## config.mk

```make
export PLATFORM = sky130hd
export DESIGN_NAME = memory_arbiter_flat
export DESIGN_NICKNAME = d
export VERILOG_FILES = /design/src/rtl/limb_mem_pkg.sv /design/src/rtl/memory_arbiter_if.sv /design/src/rtl/fetch_starvation_guard.sv /design/src/rtl/memory_arbiter.sv /design/src/flat_wrapper.sv
export SDC_FILE = /design/constraint.sdc
export NUM_CORES = 1
export LEC_CHECK = 0
export ABC_AREA = 1
export BUFFER_PORTS_ARGS = -buffer_cell sky130_fd_sc_hd__buf_2
export CAP_MARGIN = 20
export CORE_AREA = 2 2 103 105
export DETAILED_ROUTE_END_ITERATION = 8
export DIE_AREA = 0 0 105 107
export GPL_TIMING_DRIVEN = 0
export PLACE_DENSITY_LB_ADDON = 0.15
export SLEW_MARGIN = 0
export SYNTH_ARGS = -nofsm -noshare
export SYNTH_HDL_FRONTEND = slang
export SYNTH_SLANG_ARGS = --single-unit
```

## constraint.sdc

```tcl
create_clock -name clk -period 2.2 [get_ports clk]
set_clock_uncertainty 0.2 [all_clocks]
set_input_delay 0.22 -clock clk [delete_from_list [all_inputs] [get_ports clk]]
set_output_delay 0.22 -clock clk [all_outputs]
set_load 0.005 [all_outputs]
```

## src/rtl/limb_mem_pkg.sv

```systemverilog
`default_nettype none
// ============================================================================
// Module      : limb_mem_pkg
// Description : Shared constants and types for the memory arbiter slice:
//               bus widths, RAM depth and response-owner encoding.
// Revision    : 1.0 - initial release
// ============================================================================
package limb_mem_pkg;

    localparam int unsigned ADDR_W    = 32;
    localparam int unsigned WORD_W    = 32;
    localparam int unsigned MEM_DEPTH = 8192;

    // Who the RAM access issued last cycle belongs to.
    typedef enum logic [1:0] {
        OWN_NONE = 2'd0,
        OWN_IF   = 2'd1,
        OWN_D    = 2'd2
    } owner_e;

    // Unsigned range check of a word address against the RAM depth.
    function automatic logic addr_in_range(input logic [ADDR_W-1:0] addr,
                                           input int unsigned       depth);
        return addr < ADDR_W'(depth);
    endfunction

endpackage
`default_nettype wire

```

## src/rtl/memory_arbiter_if.sv

```systemverilog
`default_nettype none
// ============================================================================
// Module      : memory_arbiter_if
// Description : Fetch port, data port and RAM-side signals of the memory
//               arbiter. The arbiter uses the slave view; requesters and the
//               RAM model use the master view.
// Revision    : 1.0 - initial release
// ============================================================================
interface memory_arbiter_if;
    import limb_mem_pkg::*;

    // Instruction-fetch port
    logic              if_req_valid;
    logic              if_req_ready;
    logic [ADDR_W-1:0] if_addr;
    logic              if_rsp_valid;
    logic [WORD_W-1:0] if_rsp_data;
    logic              if_rsp_err;

    // Data (load/store) port
    logic              d_req_valid;
    logic              d_req_ready;
    logic [ADDR_W-1:0] d_addr;
    logic [WORD_W-1:0] d_wdata;
    logic              d_we;
    logic              d_rsp_valid;
    logic [WORD_W-1:0] d_rsp_data;
    logic              d_rsp_err;

    // RAM side
    logic [ADDR_W-1:0] mem_a;
    logic [WORD_W-1:0] mem_din;
    logic              mem_rw;
    logic [WORD_W-1:0] mem_dout;

    modport slave (
        input  if_req_valid, if_addr,
        input  d_req_valid, d_addr, d_wdata, d_we,
        input  mem_dout,
        output if_req_ready, if_rsp_valid, if_rsp_data, if_rsp_err,
        output d_req_ready, d_rsp_valid, d_rsp_data, d_rsp_err,
        output mem_a, mem_din, mem_rw
    );

    modport master (
        output if_req_valid, if_addr,
        output d_req_valid, d_addr, d_wdata, d_we,
        output mem_dout,
        input  if_req_ready, if_rsp_valid, if_rsp_data, if_rsp_err,
        input  d_req_ready, d_rsp_valid, d_rsp_data, d_rsp_err,
        input  mem_a, mem_din, mem_rw
    );

endinterface
`default_nettype wire

```

## src/rtl/fetch_starvation_guard.sv

```systemverilog
`default_nettype none
// ============================================================================
// Module      : fetch_starvation_guard
// Description : Counts consecutive data grants taken while a fetch waits and
//               forces the next grant to fetch once the limit is reached.
// Revision    : 1.0 - initial release
// ============================================================================
module fetch_starvation_guard #(
    parameter int unsigned STARVE_LIMIT = 4   // legal range 1..15
) (
    input  wire logic clk,
    input  wire logic rst_n,
    input  wire logic if_req_valid_i,
    input  wire logic d_grant_i,
    input  wire logic if_grant_i,
    output logic      fetch_force_o
);

    localparam logic [3:0] C_LIMIT = 4'(STARVE_LIMIT);

    logic [3:0] starve_cnt_q;
    logic [3:0] starve_cnt_d;

    // Next count: clear whenever fetch is served or stops asking, otherwise
    // count data wins that overtook it, saturating at the limit.
    always_comb begin
        starve_cnt_d = starve_cnt_q;
        if (if_grant_i || !if_req_valid_i) begin
            starve_cnt_d = 4'd0;
        end else if (d_grant_i && (starve_cnt_q < C_LIMIT)) begin
            starve_cnt_d = starve_cnt_q + 4'd1;
        end
    end

    // Counter register.
    always_ff @(posedge clk or negedge rst_n) begin
        if (!rst_n) begin
            starve_cnt_q <= 4'd0;
        end else begin
            starve_cnt_q <= starve_cnt_d;
        end
    end

    assign fetch_force_o = if_req_valid_i && (starve_cnt_q >= C_LIMIT);

endmodule
`default_nettype wire

```

## src/rtl/memory_arbiter.sv

```systemverilog
`default_nettype none
// ============================================================================
// Module      : memory_arbiter
// Description : Shares one single-port RAM between the fetch and data paths.
//               Data has priority, bounded by a fetch starvation guard. One
//               access per cycle; the response returns to its owner one
//               cycle later. Out-of-range addresses never reach the RAM.
// Revision    : 1.0 - initial release
// ============================================================================
module memory_arbiter
    import limb_mem_pkg::*;
#(
    parameter int unsigned DEPTH        = MEM_DEPTH,
    parameter int unsigned STARVE_LIMIT = 4
) (
    input  wire logic        clk,
    input  wire logic        rst_n,
    memory_arbiter_if.slave  bus
);

    logic              active_q;
    logic              fetch_force;
    logic              d_grant;
    logic              if_grant;
    logic [ADDR_W-1:0] grant_addr;
    logic              grant_in_range;
    logic              issue;
    logic [ADDR_W-1:0] mem_a_q;

    owner_e            owner_q,    owner_d;
    logic              err_q,      err_d;
    logic              is_write_q, is_write_d;
    logic [WORD_W-1:0] rsp_data;

    // Grants are enabled from the first clock edge after reset release, so
    // reset deassertion is only ever observed synchronously by the datapath.
    // Assertion drops the enable immediately, which cancels any grant (and
    // RAM write) being presented in that cycle.
    always_ff @(posedge clk or negedge rst_n) begin
        if (!rst_n) begin
            active_q <= 1'b0;
        end else begin
            active_q <= 1'b1;
        end
    end

    fetch_starvation_guard #(
        .STARVE_LIMIT (STARVE_LIMIT)
    ) u_guard (
        .clk            (clk),
        .rst_n          (rst_n),
        .if_req_valid_i (bus.if_req_valid),
        .d_grant_i      (d_grant),
        .if_grant_i     (if_grant),
        .fetch_force_o  (fetch_force)
    );

    // Data wins unless the guard says fetch has waited long enough.
    assign d_grant  = active_q && bus.d_req_valid && !fetch_force;
    assign if_grant = active_q && bus.if_req_valid && !d_grant;

    assign bus.d_req_ready  = d_grant;
    assign bus.if_req_ready = if_grant;

    assign grant_addr     = d_grant ? bus.d_addr : bus.if_addr;
    assign grant_in_range = addr_in_range(grant_addr, DEPTH);
    assign issue          = (d_grant || if_grant) && grant_in_range;

    // RAM drive: the address only moves on an issued access, so an idle or
    // rejected cycle re-reads the last location and never writes.
    assign bus.mem_a   = issue ? grant_addr : mem_a_q;
    assign bus.mem_rw  = issue && d_grant && bus.d_we;
    assign bus.mem_din = (issue && d_grant) ? bus.d_wdata : '0;

    // Remember the driven RAM address for cycles without an access.
    always_ff @(posedge clk or negedge rst_n) begin
        if (!rst_n) begin
            mem_a_q <= '0;
        end else begin
            mem_a_q <= bus.mem_a;
        end
    end

    // Response bookkeeping captured at grant time.
    always_comb begin
        owner_d    = OWN_NONE;
        err_d      = 1'b0;
        is_write_d = 1'b0;
        if (d_grant) begin
            owner_d    = OWN_D;
            err_d      = !grant_in_range;
            is_write_d = bus.d_we;
        end else if (if_grant) begin
            owner_d    = OWN_IF;
            err_d      = !grant_in_range;
        end
    end

    // Response tracking registers.
    always_ff @(posedge clk or negedge rst_n) begin
        if (!rst_n) begin
            owner_q    <= OWN_NONE;
            err_q      <= 1'b0;
            is_write_q <= 1'b0;
        end else begin
            owner_q    <= owner_d;
            err_q      <= err_d;
            is_write_q <= is_write_d;
        end
    end

    // Read data is only meaningful for an in-range read; stores and errors
    // return zero.
    assign rsp_data = ((owner_q != OWN_NONE) && !err_q && !is_write_q)
                      ? bus.mem_dout : '0;

    assign bus.if_rsp_valid = (owner_q == OWN_IF);
    assign bus.if_rsp_err   = (owner_q == OWN_IF) && err_q;
    assign bus.if_rsp_data  = (owner_q == OWN_IF) ? rsp_data : '0;

    assign bus.d_rsp_valid  = (owner_q == OWN_D);
    assign bus.d_rsp_err    = (owner_q == OWN_D) && err_q;
    assign bus.d_rsp_data   = (owner_q == OWN_D) ? rsp_data : '0;

endmodule
`default_nettype wire

```

## src/flat_wrapper.sv

```systemverilog
// flat-port wrapper written by rule: the top's interface ports become plain ports
module memory_arbiter_flat import limb_mem_pkg::*;
#(
    parameter int unsigned DEPTH        = MEM_DEPTH,
    parameter int unsigned STARVE_LIMIT = 4
)
  (clk, rst_n, bus_if_req_valid, bus_if_addr, bus_d_req_valid, bus_d_addr, bus_d_wdata, bus_d_we, bus_mem_dout, bus_if_req_ready, bus_if_rsp_valid, bus_if_rsp_data, bus_if_rsp_err, bus_d_req_ready, bus_d_rsp_valid, bus_d_rsp_data, bus_d_rsp_err, bus_mem_a, bus_mem_din, bus_mem_rw);
  memory_arbiter_if bus_i ();
  input  wire logic clk;
  input  wire logic rst_n;
  input wire logic [$bits(bus_i.if_req_valid)-1:0] bus_if_req_valid;
  input wire logic [$bits(bus_i.if_addr)-1:0] bus_if_addr;
  input wire logic [$bits(bus_i.d_req_valid)-1:0] bus_d_req_valid;
  input wire logic [$bits(bus_i.d_addr)-1:0] bus_d_addr;
  input wire logic [$bits(bus_i.d_wdata)-1:0] bus_d_wdata;
  input wire logic [$bits(bus_i.d_we)-1:0] bus_d_we;
  input wire logic [$bits(bus_i.mem_dout)-1:0] bus_mem_dout;
  output wire logic [$bits(bus_i.if_req_ready)-1:0] bus_if_req_ready;
  output wire logic [$bits(bus_i.if_rsp_valid)-1:0] bus_if_rsp_valid;
  output wire logic [$bits(bus_i.if_rsp_data)-1:0] bus_if_rsp_data;
  output wire logic [$bits(bus_i.if_rsp_err)-1:0] bus_if_rsp_err;
  output wire logic [$bits(bus_i.d_req_ready)-1:0] bus_d_req_ready;
  output wire logic [$bits(bus_i.d_rsp_valid)-1:0] bus_d_rsp_valid;
  output wire logic [$bits(bus_i.d_rsp_data)-1:0] bus_d_rsp_data;
  output wire logic [$bits(bus_i.d_rsp_err)-1:0] bus_d_rsp_err;
  output wire logic [$bits(bus_i.mem_a)-1:0] bus_mem_a;
  output wire logic [$bits(bus_i.mem_din)-1:0] bus_mem_din;
  output wire logic [$bits(bus_i.mem_rw)-1:0] bus_mem_rw;
  assign bus_i.if_req_valid = bus_if_req_valid;
  assign bus_i.if_addr = bus_if_addr;
  assign bus_i.d_req_valid = bus_d_req_valid;
  assign bus_i.d_addr = bus_d_addr;
  assign bus_i.d_wdata = bus_d_wdata;
  assign bus_i.d_we = bus_d_we;
  assign bus_i.mem_dout = bus_mem_dout;
  assign bus_if_req_ready = bus_i.if_req_ready;
  assign bus_if_rsp_valid = bus_i.if_rsp_valid;
  assign bus_if_rsp_data = bus_i.if_rsp_data;
  assign bus_if_rsp_err = bus_i.if_rsp_err;
  assign bus_d_req_ready = bus_i.d_req_ready;
  assign bus_d_rsp_valid = bus_i.d_rsp_valid;
  assign bus_d_rsp_data = bus_i.d_rsp_data;
  assign bus_d_rsp_err = bus_i.d_rsp_err;
  assign bus_mem_a = bus_i.mem_a;
  assign bus_mem_din = bus_i.mem_din;
  assign bus_mem_rw = bus_i.mem_rw;
  memory_arbiter #(.DEPTH(DEPTH), .STARVE_LIMIT(STARVE_LIMIT)) u_core (.clk(clk), .rst_n(rst_n), .bus(bus_i));
endmodule
```

# Word-level counts from Yosys, hierarchy flattened
# Index checks and enable logic that the tools add are counted.
[op_classes]
mux = 13
magnitude_cmp = 3
n_div = 0
bitwise = 0
mul = 0
eq_ne = 2
n_reduce_logical = 23
n_addsub = 1
shifts = 0
[op_table]
columns = ["op", "count"]
rows = [
  ["two-way mux 32 bit", 6],
  ["less-than comparator 32 x 14 -> 1 bit, second input constant", 1],
  ["logical AND 1 bit", 13],
  ["two-way mux 4 bit", 2],
  ["logical NOT 1 bit", 6],
  ["adder 4 x 1 -> 4 bit, second input constant", 1],
  [">= comparator 4 x 3 -> 1 bit, second input constant", 1],
  ["less-than comparator 4 x 3 -> 1 bit, second input constant", 1],
  ["two-way mux 1 bit", 4],
  ["nonzero test 2 bit", 2],
  ["== test 2 x 1 -> 1 bit, second input constant", 1],
  ["== test 2 bit, second input constant", 1],
  ["logical OR 1 bit", 2],
  ["two-way mux 2 bit", 1],
]
[totals]
out_inout_bits = 135
mem_bits_ro = 0
reg_bits = 41
input_bits = 133
ram_bits = 0
n_memories = 0
latchBits = 0

# Logic depth before layout (Yosys ltp)
[logic_depth]
ltp_word = 10
mapped_depth = 14
depth_no_buf = 12

# Hierarchy
# From an unflattened synthesis, not the netlist that was laid out.
[unflattened]
cells_unflattened = 501
area_unflattened_um2 = 3091.7
[by_module_without_submodules]
columns = ["module", "cells_each", "seq_area_each_um2", "area_each_um2", "instances"]
rows = [
  ["memory_arbiter", 478, 925.9, 2877.8, 1],
  ["fetch_starvation_guard", 23, 100.1, 214.0, 1],
]

# Worst setup path after synthesis
# No wires, ideal clock.
[synth_path]
kind = "register -> output"
from = "register u_core.u_guard.starve_cnt_q[3]"
to = "output bus_mem_a[10]"
slack_ns = 0.031
stages_incl_launch_ff = 12
arrival_ns = 1.749
t_required_ns = 1.780
path_cell_list = "dfrtp_1 > o21ai_4 > nand2_4 > buf_4 > nand2_1 > nand2_1 > nor2_1 > nand3_1 > nor2_4 > buf_2 > nand4_1 > nand2_1"
[synth_via]
elab_chain_len = 9
elab_cells_between_ends = 11
cone_classes = "order compare: 2; mux: 2; reduce/logical: 7"
[synth_rtl]
columns = ["element", "line", "text"]
rows = [
  ["start: declaration", "fetch_starvation_guard.sv:21", "logic [3:0] starve_cnt_q;"],
  ["start signal: assignment", "fetch_starvation_guard.sv:40", "starve_cnt_q <= starve_cnt_d;"],
  [">= comparator 4 x 3 -> 1 bit (*)", "fetch_starvation_guard.sv:44", "assign fetch_force_o = if_req_valid_i && (starve_cnt_q >= C_LIMIT);"],
  ["logical AND 1 bit (*)", "fetch_starvation_guard.sv:44", ""],
  ["logical NOT 1 bit (*)", "memory_arbiter.sv:59", "assign d_grant = active_q && bus.d_req_valid && !fetch_force;"],
  ["logical AND 1 bit (*)", "memory_arbiter.sv:59", ""],
  ["parallel branches: the longest is 4 deep, another holds less-than comparator 32 x 14 -> 1 bit", "--", ""],
  ["two-way mux 32 bit (*)", "memory_arbiter.sv:71", "assign bus.mem_a = issue ? grant_addr : mem_a_q;"],
  ["end: declaration", "flat_wrapper.sv:26", "output wire logic [$bits(bus_i.mem_a)-1:0] bus_mem_a;"],
]
# Mark *: on every way between the ends.

# Worst setup path in the final report
[layout_path]
from = "register u_core.u_guard.starve_cnt_q[3]"
to = "output bus_mem_din[19]"
[layout_via]
elab_chain_len = 10
elab_cells_between_ends = 12
cone_classes = "order compare: 2; mux: 2; reduce/logical: 8"
[layout_rtl]
columns = ["element", "line", "text"]
rows = [
  [">= comparator 4 x 3 -> 1 bit (*)", "fetch_starvation_guard.sv:44", ""],
  ["logical AND 1 bit (*)", "fetch_starvation_guard.sv:44", ""],
  ["logical NOT 1 bit (*)", "memory_arbiter.sv:59", ""],
  ["logical AND 1 bit (*)", "memory_arbiter.sv:59", ""],
  ["parallel branches: the longest is 4 deep, another holds less-than comparator 32 x 14 -> 1 bit", "--", ""],
  ["logical AND 1 bit (*)", "memory_arbiter.sv:73", "assign bus.mem_din = (issue && d_grant) ? bus.d_wdata : '0;"],
  ["two-way mux 32 bit (*)", "memory_arbiter.sv:73", ""],
  ["end: declaration", "flat_wrapper.sv:27", "output wire logic [$bits(bus_i.mem_din)-1:0] bus_mem_din;"],
]
# Marks and branches as above.

==> impl_metrics.env <==
export IMPL_status="complete, but fails checks"
export IMPL_violations="setup timing"
export IMPL_placed_cells=896
export IMPL_wirelength_mm=11.96
export IMPL_nets=936
export IMPL_h_tree_depth=2
export IMPL_maxCapViolCount=0
export IMPL_final_common_cell="buf_2"
export IMPL_synth_cell_types=27
export IMPL_synth_top_cell_by_area="dfrtp_1"
export IMPL_grt_start_max_net_pins=42
export IMPL_cts_sinks=41
export IMPL_final_cell_mix="buf_2, inv_1, nand2_1"
export IMPL_finalSetupViolCount=96
export IMPL_crit_path_cell_trace="o21ai_4 > nand2_4 > buf_8 > nand2_4 > nand2_2 > nor2_2 > nand3_2 > nor2_4 > buf_12 > nand3_4 > clkbuf_16 > nor2_2 > buf_2"
export IMPL_hold_path_class="in2reg"
export IMPL_chipHeight_um=107
export IMPL_rsz0062_at_grt="true"
export IMPL_final_hold_violation_count=0
export IMPL_wl_per_cell_um=12.72
export IMPL_required_ps=1780
export IMPL_drive_gt1_frac=0.5243
export IMPL_cts_buffers=5
export IMPL_synth_edf_count=0
export IMPL_grtUsageTotal=0.1934
export IMPL_layout_setup_ws_ps=-665.5
export IMPL_p_leak_uw=0.003908
export IMPL_fmax_ghz=0.3490
export IMPL_io_pins=268
export IMPL_antenna_found_initial=1
export IMPL_yosys_register_bits=41
export IMPL_vias_per_cell=4.339
export IMPL_post_dp_cell_area_um2=4609
export IMPL_netlist_area_um2=3103
export IMPL_clock_latency_ps=290
export IMPL_gr_total_overflow=0
export IMPL_timing_hold_ws_ps=40.25
export IMPL_tightestPinTransition_ps=895.4
export IMPL_crit_path_max_fanout=7
export IMPL_clk_pin_slew_worst_paths_ps=80
export IMPL_seq_area_frac_synth=0.3306
export IMPL_yosysWarningCount=0
export IMPL_num_rows=37
export IMPL_cp_arrival_ps=2450
export IMPL_max_stage_delay_ps=440
export IMPL_io_buffers=267
export IMPL_synthCells=493
export IMPL_cpLargestDelayFamily="simple AND/OR/NAND/NOR gates"
export IMPL_ys_async_sr_fraction=1.000
export IMPL_dieArea_um2=11240
export IMPL_post_route_min_period_ps=2865
export IMPL_dp_hpwl_mm=9.068
export IMPL_ctsLongestPathBuffers=2
export IMPL_power_uw=1771
export IMPL_cts_tree="done"
export IMPL_drt_initial_drc_count=263
export IMPL_die_w_um=105
export IMPL_ir_drop_mv=0.2408
export IMPL_drcViolationCount=0
export IMPL_synthTopCellsByArea="dfrtp_1, nand2_1, inv_1, nand3_1, nor2_2"
export IMPL_drtAntennaViolNets=0
export IMPL_yosys_area_top_type_share=0.3306
export IMPL_synth_flop_cell="dfrtp_1"
export IMPL_cts_root_buf="clkbuf_8"
export IMPL_gp_congestion=0.8498
export IMPL_endpoint_kind="output port"
export IMPL_area_growth_syn_to_layout_pct=78.95
export IMPL_initial_core_util=0.3075
export IMPL_dr_pass1_iters=6
export IMPL_fin_crit_sh=1.302
export IMPL_cp_start_kind="flip-flop"
export IMPL_grt_pass1_wl_mm=17.69
export IMPL_synth_fp_nets=627
export IMPL_power_per_cell_area_nw_per_um2=318.9
export IMPL_fill_cells=1000
export IMPL_grt_pass1_vias=3586
export IMPL_design_area_um2=5553
export IMPL_slew_viol_final=0
export IMPL_via_count=4079
export IMPL_coreArea_um2=10090
export IMPL_relSlewSlack=0.4030
export IMPL_cp_slowest_cell="dfrtp_1"
export IMPL_worst_setup_path_type="reg2out"
export IMPL_layout_cells_non_filler=940
export IMPL_synth_avg_cell_area_um2=6.294
export IMPL_crit_buf_inv=4
## power breakdown
part	leakage, µW	internal [µW]	switching (µW)
registers	0.000565	767	11.2
clock network	0.0000549	290	260
logic	0.00329	204	239
## sequential cells by signal, summed over array words and instances (netlist names)
signal,cells
u_core.err_q,1
u_core.mem_a_q,32
u_core.is_write_q,1
u_core.u_guard.starve_cnt_q,4
u_core.owner_q,2
u_core.active_q,1
## worst reg2reg max path, stage by stage, from the launching register on
cell and delay [ps]:
dfrtp_1 440, o21ai_4 240, nand2_4 110, buf_8 150, nand2_4 50, nand2_2 40
nor2_2 110, nand3_2 100, nor2_4 170, buf_12 130, nand3_4 140, buf_8 200
nand2_4 60, nand2_4 40, buf_4 120, buf_4 120
## path summary, 6_finish.rpt
check	start	to	slack (ps)	cells after the start
max in group asynchronous	rst_n	u_core.mem_a_q[2]$_DFF_PN0_	840	2
worst min-delay path	bus_if_req_valid	u_core.u_guard.starve_cnt_q[3]$_DFFE_PN0P_	40	3
worst min register to register	u_core.mem_a_q[27]$_DFF_PN0_	u_core.mem_a_q[27]$_DFF_PN0_	260	2
worst max-delay path	u_core.u_guard.starve_cnt_q[3]$_DFFE_PN0P_	bus_mem_din[19]	-670	13
min in group asynchronous	rst_n	u_core.mem_a_q[16]$_DFF_PN0_	400	2
worst max register to register	u_core.u_guard.starve_cnt_q[3]$_DFFE_PN0P_	u_core.mem_a_q[9]$_DFF_PN0_	-340	15
## stage by stage
stage,utilization,setup TNS [ps],setup slack [ps]
detailed placement,0.4567,-41200,-428.1
floorplan,-,0,31.03
finish,0.5502,-43910,-665.5
global placement,0.4567,-32410,-411.5
global route,0.5502,-58960,-817.3
CTS,0.4893,-35720,-600.1
## repair_timing
action,CTS,global route
pin swaps,5,13
hold endpoints to repair,42,0
hold buffers,2,0
setup endpoints to repair,166,162
buffers inserted,12,17
gates cloned,2,3
gates resized for setup,36,115
## synth_stat cells, types with 5 or more instances
cell type	n
nor2_1	16
nand4_1	15
dfrtp_1	41
nand3_1	71
nor2_2	30
inv_1	130
nand2_1	136
nand3b_1	6
buf_6	7
buf_2	5
clkbuf_1	14
## layer usage
layer,GRT usage,wire (µm),share of wire
met1,0.2315,4817,0.40
met3,0.03587,834,0.070
met5,0,0,0
met2,0.3520,6024,0.50
met4,0.05714,284,0.024
## area by class of cell
type	instances	area (µm²)	area share
Clock inverter	1	8.758	0.001577
Timing Repair Buffer	303	1799	0.3240
Antenna cell	1	2.502	0.0004507
Sequential cell	41	1026	0.1848
Tap cell	136	170.2	0.03064
Buffer	27	252.7	0.04552
Clock buffer	7	96.34	0.01735
Inverter	132	500.5	0.09013
Multi-Input combinational cell	292	1697	0.3055
## cell families (layout without fill, tap and decap cells)
logic type,count (synthesis),in the layout,share of synthesized area
flip-flops,41,41,0.3306
other,1,2,0.001209
buffers and inverters,160,470,0.2137
AO/OA/AOI/OAI,8,8,0.01936
adder cells (fa/ha/maj),1,1,0.004032
AND/OR/NAND/NOR,282,282,0.4310
Note: power is estimated with default switching activity, not from simulation.
